==> src/rtl/mux_scan_sequencer_pkg.sv <==
// Shared types and constants for the mux scan sequencer.
// State encoding, channel count and settle counter width live here.
package mux_scan_pkg;

  localparam int unsigned NCH  = 4;
  localparam int unsigned SELW = 2;
  localparam int unsigned CNTW = 4;

  typedef enum logic [1:0] {
    StIdle   = 2'd0,
    StSettle = 2'd1,
    StHold   = 2'd2
  } state_e;

endpackage

==> src/rtl/mux_scan_sequencer_if.sv <==
// Mux select/sample and word handshake bundle between the sequencer and its neighbours.
// master is the sequencer side; slave is the mux plus word consumer.
interface mux_scan_sequencer_if;
  import mux_scan_pkg::*;

  logic [SELW-1:0] sel;
  logic            y_in;
  logic [NCH-1:0]  word;
  logic            word_valid;
  logic            word_ready;

  modport master (
    output sel,
    output word,
    output word_valid,
    input  y_in,
    input  word_ready
  );

  modport slave (
    input  sel,
    input  word,
    input  word_valid,
    output y_in,
    output word_ready
  );

endinterface

==> src/rtl/mux_scan_sequencer_settle_timer.sv <==
// Loadable down-counter that paces how long each select value is held.
// load wins over dec; the count stops at zero rather than wrapping.
module settle_timer
  import mux_scan_pkg::*;
(
  input  logic            clk,
  input  logic            rst,
  input  logic            load,
  input  logic [CNTW-1:0] load_val,
  input  logic            dec,
  output logic            zero
);

  logic [CNTW-1:0] cnt_q, cnt_d;

  always_comb begin
    cnt_d = cnt_q;
    if (load) begin
      cnt_d = load_val;
    end else if (dec && (cnt_q != '0)) begin
      cnt_d = cnt_q - CNTW'(1);
    end
  end

  always_ff @(posedge clk or posedge rst) begin
    if (rst) begin
      cnt_q <= '0;
    end else begin
      cnt_q <= cnt_d;
    end
  end

  assign zero = (cnt_q == '0);

endmodule

==> src/rtl/mux_scan_sequencer.sv <==
// Steps the 4:1 mux select through every channel, samples y after a settle time
// and hands the assembled word to the consumer over valid/ready.
module mux_scan_sequencer
  import mux_scan_pkg::*;
#(
  parameter int unsigned SETTLE = 1
) (
  input  logic                clk,
  input  logic                rst,
  input  logic                start,
  input  logic                continuous,
  input  logic                abort,
  output logic                busy,
  output logic [7:0]          scan_cnt,
  mux_scan_sequencer_if.master bus
);

  localparam logic [CNTW-1:0] SettleLd = CNTW'(SETTLE - 1);
  localparam logic [SELW-1:0] LastSel  = SELW'(NCH - 1);

  state_e          state_q, state_d;
  logic [SELW-1:0] sel_q, sel_d;
  logic [NCH-1:0]  word_q, word_d;
  logic            valid_q, valid_d;
  logic [7:0]      scan_cnt_q, scan_cnt_d;

  logic            tmr_load;
  logic [CNTW-1:0] tmr_val;
  logic            tmr_dec;
  logic            tmr_zero;

  settle_timer u_settle_timer (
    .clk      (clk),
    .rst      (rst),
    .load     (tmr_load),
    .load_val (tmr_val),
    .dec      (tmr_dec),
    .zero     (tmr_zero)
  );

  always_comb begin
    state_d    = state_q;
    sel_d      = sel_q;
    word_d     = word_q;
    valid_d    = valid_q;
    scan_cnt_d = scan_cnt_q;
    tmr_load   = 1'b0;
    tmr_val    = SettleLd;
    tmr_dec    = 1'b0;

    // abort outranks start, sampling and the handshake; word and scan_cnt survive it
    if (abort) begin
      state_d  = StIdle;
      sel_d    = '0;
      valid_d  = 1'b0;
      tmr_load = 1'b1;
      tmr_val  = '0;
    end else begin
      unique case (state_q)
        StIdle: begin
          sel_d = '0;
          if (start) begin
            state_d  = StSettle;
            tmr_load = 1'b1;
          end
        end

        StSettle: begin
          if (tmr_zero) begin
            word_d[sel_q] = bus.y_in;
            if (sel_q != LastSel) begin
              sel_d    = sel_q + SELW'(1);
              tmr_load = 1'b1;
            end else begin
              sel_d   = '0;
              valid_d = 1'b1;
              state_d = StHold;
            end
          end else begin
            tmr_dec = 1'b1;
          end
        end

        StHold: begin
          if (bus.word_ready) begin
            valid_d    = 1'b0;
            scan_cnt_d = scan_cnt_q + 8'd1;
            if (continuous) begin
              state_d  = StSettle;
              tmr_load = 1'b1;
            end else begin
              state_d = StIdle;
            end
          end
        end

        default: begin
          state_d = StIdle;
          sel_d   = '0;
          valid_d = 1'b0;
        end
      endcase
    end
  end

  always_ff @(posedge clk or posedge rst) begin
    if (rst) begin
      state_q    <= StIdle;
      sel_q      <= '0;
      word_q     <= '0;
      valid_q    <= 1'b0;
      scan_cnt_q <= '0;
    end else begin
      state_q    <= state_d;
      sel_q      <= sel_d;
      word_q     <= word_d;
      valid_q    <= valid_d;
      scan_cnt_q <= scan_cnt_d;
    end
  end

  // sel is driven straight from its flop so the mux never sees a decode glitch
  assign bus.sel        = sel_q;
  assign bus.word       = word_q;
  assign bus.word_valid = valid_q;
  assign busy           = (state_q != StIdle);
  assign scan_cnt       = scan_cnt_q;

endmodule

==> src/flat_wrapper.sv <==
// flat-port wrapper written by rule: the top's interface ports become plain ports
module mux_scan_sequencer_flat import mux_scan_pkg::*;
#(
  parameter int unsigned SETTLE = 1
)
  (clk, rst, start, continuous, abort, busy, scan_cnt, bus_sel, bus_word, bus_word_valid, bus_y_in, bus_word_ready);
  mux_scan_sequencer_if bus_i ();
  input  logic clk;
  input  logic rst;
  input  logic start;
  input  logic continuous;
  input  logic abort;
  output logic busy;
  output logic [7:0] scan_cnt;
  output wire logic [$bits(bus_i.sel)-1:0] bus_sel;
  output wire logic [$bits(bus_i.word)-1:0] bus_word;
  output wire logic [$bits(bus_i.word_valid)-1:0] bus_word_valid;
  input wire logic [$bits(bus_i.y_in)-1:0] bus_y_in;
  input wire logic [$bits(bus_i.word_ready)-1:0] bus_word_ready;
  assign bus_sel = bus_i.sel;
  assign bus_word = bus_i.word;
  assign bus_word_valid = bus_i.word_valid;
  assign bus_i.y_in = bus_y_in;
  assign bus_i.word_ready = bus_word_ready;
  mux_scan_sequencer #(.SETTLE(SETTLE)) u_core (.clk(clk), .rst(rst), .start(start), .continuous(continuous), .abort(abort), .busy(busy), .scan_cnt(scan_cnt), .bus(bus_i));
endmodule
==> config.mk <==
export PLATFORM = sky130hd
export DESIGN_NAME = mux_scan_sequencer_flat
export DESIGN_NICKNAME = d
export VERILOG_FILES = /design/src/rtl/mux_scan_sequencer_pkg.sv /design/src/rtl/mux_scan_sequencer_if.sv /design/src/rtl/mux_scan_sequencer_settle_timer.sv /design/src/rtl/mux_scan_sequencer.sv /design/src/flat_wrapper.sv
export SDC_FILE = /design/constraint.sdc
export NUM_CORES = 1
export LEC_CHECK = 0
export CAP_MARGIN = 20
export CORE_MARGIN = 3
export CORE_UTILIZATION = 55
export CTS_BUF_LIST = sky130_fd_sc_hd__clkbuf_8
export DETAILED_ROUTE_END_ITERATION = 8
export PLACE_DENSITY = 0.85
export SLEW_MARGIN = 20
export SYNTH_ARGS = -nofsm -noshare
export SYNTH_HDL_FRONTEND = slang
export SYNTH_HIERARCHICAL = 1
export SYNTH_SLANG_ARGS = --single-unit
==> constraint.sdc <==
create_clock -name clk -period 4.37 [get_ports clk]
set_input_delay 0.437 -clock clk [delete_from_list [all_inputs] [get_ports clk]]
set_output_delay 0.437 -clock clk [all_outputs]
set_load 0.01 [all_outputs]
==> reports/qor.csv <==
stage,metric,value,unit
setup_path,path_class,reg2reg,
finish,finalNetCount,152,
setup_path,path_cells,inv_1 > ha_1 > or3b_4 > inv_1 > nor3b_1 > nor4b_2 > nor3b_1 > a221o_1,
grt,grt_pass1_vias,876,
power_and_ir_drop,cellPowerDensity,266,mW/mm^2
place,place_congestion,0.779,
power_and_ir_drop,ir_drop,0.000199,V
setup_path,cp_slowest_cell,nor3b_1,
power_and_ir_drop,p_leak,0.660,nW
sta,tightest_slew,802,ps
sta,slew_violations,0,
finish,n_antenna_cell,0,
clock_tree,cts-root-buf,clkbuf_8,
setup_path,max_stage_delay,590,ps
route,drt_iter0_drc,8,
sta,hold_viol,0,
grt,grt_pass1_wl,3910,um
setup_path,path_max_fanout,9,
route,vias_per_cell,5.52,
clock_tree,ctsHtreeMaxLevel,1,
sta,rsz0062_at_grt,false,
die,core_area,0.00200,mm^2
clock_tree,clk_pin_slew_worst_paths,80,ps
setup_path,cp_num_buf_inv,2,
clock_tree,insertion_delay,260,ps
die,pin_count,23,
clock_tree,cts_buffers,3,
finish,final_layout_size_suffix_gt1_frac,0.0870,
setup_path,cpLargestDelayFamily,simple AND/OR/NAND/NOR gates,
clock_tree,cts_buffer_depth,2,
route,wl_per_cell,14.4,um
clock_tree,cts_setup_buffers,0,
die,std_cell_rows,16,
setup_path,cp.arrival,2680,ps
finish,fin_util,0.732,
yosys,synthArstFlopShare,1.00,
outcome,status,completed,
grt,grt-ovfl-total,0,
sta,slew_headroom,0.458,
finish,final_cell_mix,"clkdlybuf4s50_1, dfrtp_1, nand2_1, inv_1, a21oi_1",
yosys,ys_warn_count,6,
sta,finalSetupViolCount,0,
job,cap_viol_max_count,0,
place,post-dp-hpwl,1710,um
setup_path,r2r_slack,1840,ps
die,fp.dieW,52.3,um
sta,fin_crit_sh,0.579,
yosys,synth_seq_cells,21,
setup_path,endpoint_kind,flip-flop,
sta,period_needed,2530,ps
yosys,avgSynthCellArea,10.4,um^2
setup_path,crit_required,4520,ps
finish,final_common_cell,clkdlybuf4s50_1,
yosys,synth_ff_type,dfrtp_1,
yosys,synth-edff-count,0,
clock_tree,cts_sinks,21,
die,initial_core_util,0.590,
sta,fmax,0.395,GHz
route,vias,910,
hold_path,hold_class,in2async,
route,drt-pass1-iter-count,2,
route,drc,0,
route,drtAntennaViolNets,0,
clock_tree,cts_tree,built,
place,numPortBuffers,22,
sta,skew,5.49,ps
grt,antenna_found_initial,0,
setup_path,startpoint_type,flip-flop,
clock_tree,hold_buffers,0,
route,drt-total-wl,2370,um
yosys,syn_area,0.00118,mm^2
yosys,synthCells,114,
clock_tree,cts_resized,0,
sta,setup_tns,0,ps
die,die_height,52.3,um
die,die-area,0.00274,mm^2
grt,grt_usage,0.193,
finish,syn2layout_area_growth,24.0,%
yosys,yosysSeqAreaShare,0.445,
grt,grt_start_max_net_pins,18,
yosys,synthDistinctLibCells,42,
==> layer usage <==
| layer | GRT usage | vias up | wire length [um] |
|---|---|---|---|
| met5 | 0 | - | 0 |
| met4 | 0.102 | 0 | 27 |
| met3 | 0.0256 | 4 | 70 |
| met2 | 0.341 | 16 | 1240 |
| met1 | 0.224 | 450 | 1040 |
| li1 | - | 440 | - |
==> worst paths after layout <==
| check | startpoint | end | cells past startpoint |
|---|---|---|---|
| max in group asynchronous | rst | u_core/bus.word[0]$_DFFE_PP0P_ | 2 |
| max reg2reg | u_core/u_settle_timer/cnt_q[0]$_DFFE_PP0P_ | u_core/u_settle_timer/cnt_q[3]$_DFFE_PP0P_ | 8 |
| min in group clk | u_core/scan_cnt[7]$_DFFE_PP0P_ | u_core/scan_cnt[7]$_DFFE_PP0P_ | 1 |
| min reg2reg | u_core/scan_cnt[7]$_DFFE_PP0P_ | u_core/scan_cnt[7]$_DFFE_PP0P_ | 1 |
| min | rst | u_core/u_settle_timer/cnt_q[2]$_DFFE_PP0P_ | 2 |
| max | u_core/u_settle_timer/cnt_q[0]$_DFFE_PP0P_ | u_core/u_settle_timer/cnt_q[3]$_DFFE_PP0P_ | 8 |
==> cell families (layout without fill, tap and decap cells) <==
kind of cell / after synthesis / after routing / synth area share
compound gates: 17 / 17 / 0.0890
flops: 21 / 21 / 0.445
mux: 5 / 5 / 0.0508
fa+ha+maj: 6 / 6 / 0.0636
xor+xnor: 7 / 7 / 0.0519
buf+inv: 13 / 34 / 0.0530
other cells: 1 / 4 / 0.00317
simple gates: 44 / 44 / 0.244
==> registers in the layout (all words and copies together) (netlist names) <==
| register | count |
|---|---|
| u_core/state_q | 2 |
| u_core/bus.word | 4 |
| u_core/scan_cnt | 8 |
| u_core/u_settle_timer/cnt_q | 4 |
| u_core/bus.word_valid | 1 |
| u_core/bus.sel | 2 |
==> synthesized netlist by cell type (3+ instances only) <==
cell     number  area share
a21oi_1       7       0.030
dfrtp_1      21        0.44
ha_1          6       0.064
inv_1         7       0.022
mux2_1        4       0.038
nand2_1      12       0.038
nand3_1       3       0.013
nand4_1       4       0.021
nor2b_1       3       0.016
nor3b_1       4       0.025
o21ai_1       4       0.017
xnor2_1       6       0.044
==> report_power, final <==
| part | internal, W | switching (W) | leakage (nW) |
|---|---|---|---|
| Clock | 0.0000625 | 0.0000618 | 0.0269 |
| Sequential | 0.000203 | 0.00000924 | 0.282 |
| Combinational | 0.0000278 | 0.0000256 | 0.351 |
==> through the flow <==
stage / setup WS [ps] / power [W] / instance area (um^2) / hold WS, ps / cells
after global routing: 1600 / 0.000407 / 1470 / 403 / 165
after floorplan: 2050 / 0.000246 / 1190 / 203 / 117
after global placement: 1890 / 0.000266 / 1410 / 460 / 161
after CTS: 1840 / 0.000391 / 1460 / 394 / 165
after detailed placement: 1750 / 0.000269 / 1410 / 470 / 161
final: 1840 / 0.000390 / 1470 / 391 / 165
==> final cells by class <==
type                    count  area, um^2
well taps                  27        33.8
inverters                   8        30.0
fillers                   155         537
multi-input cells          83         611
clock buffers               3        41.3
flip-flops and latches     21         526
repair buffers             22         220
clock inverters             1        3.75
Power figures use the tool's default switching activity.
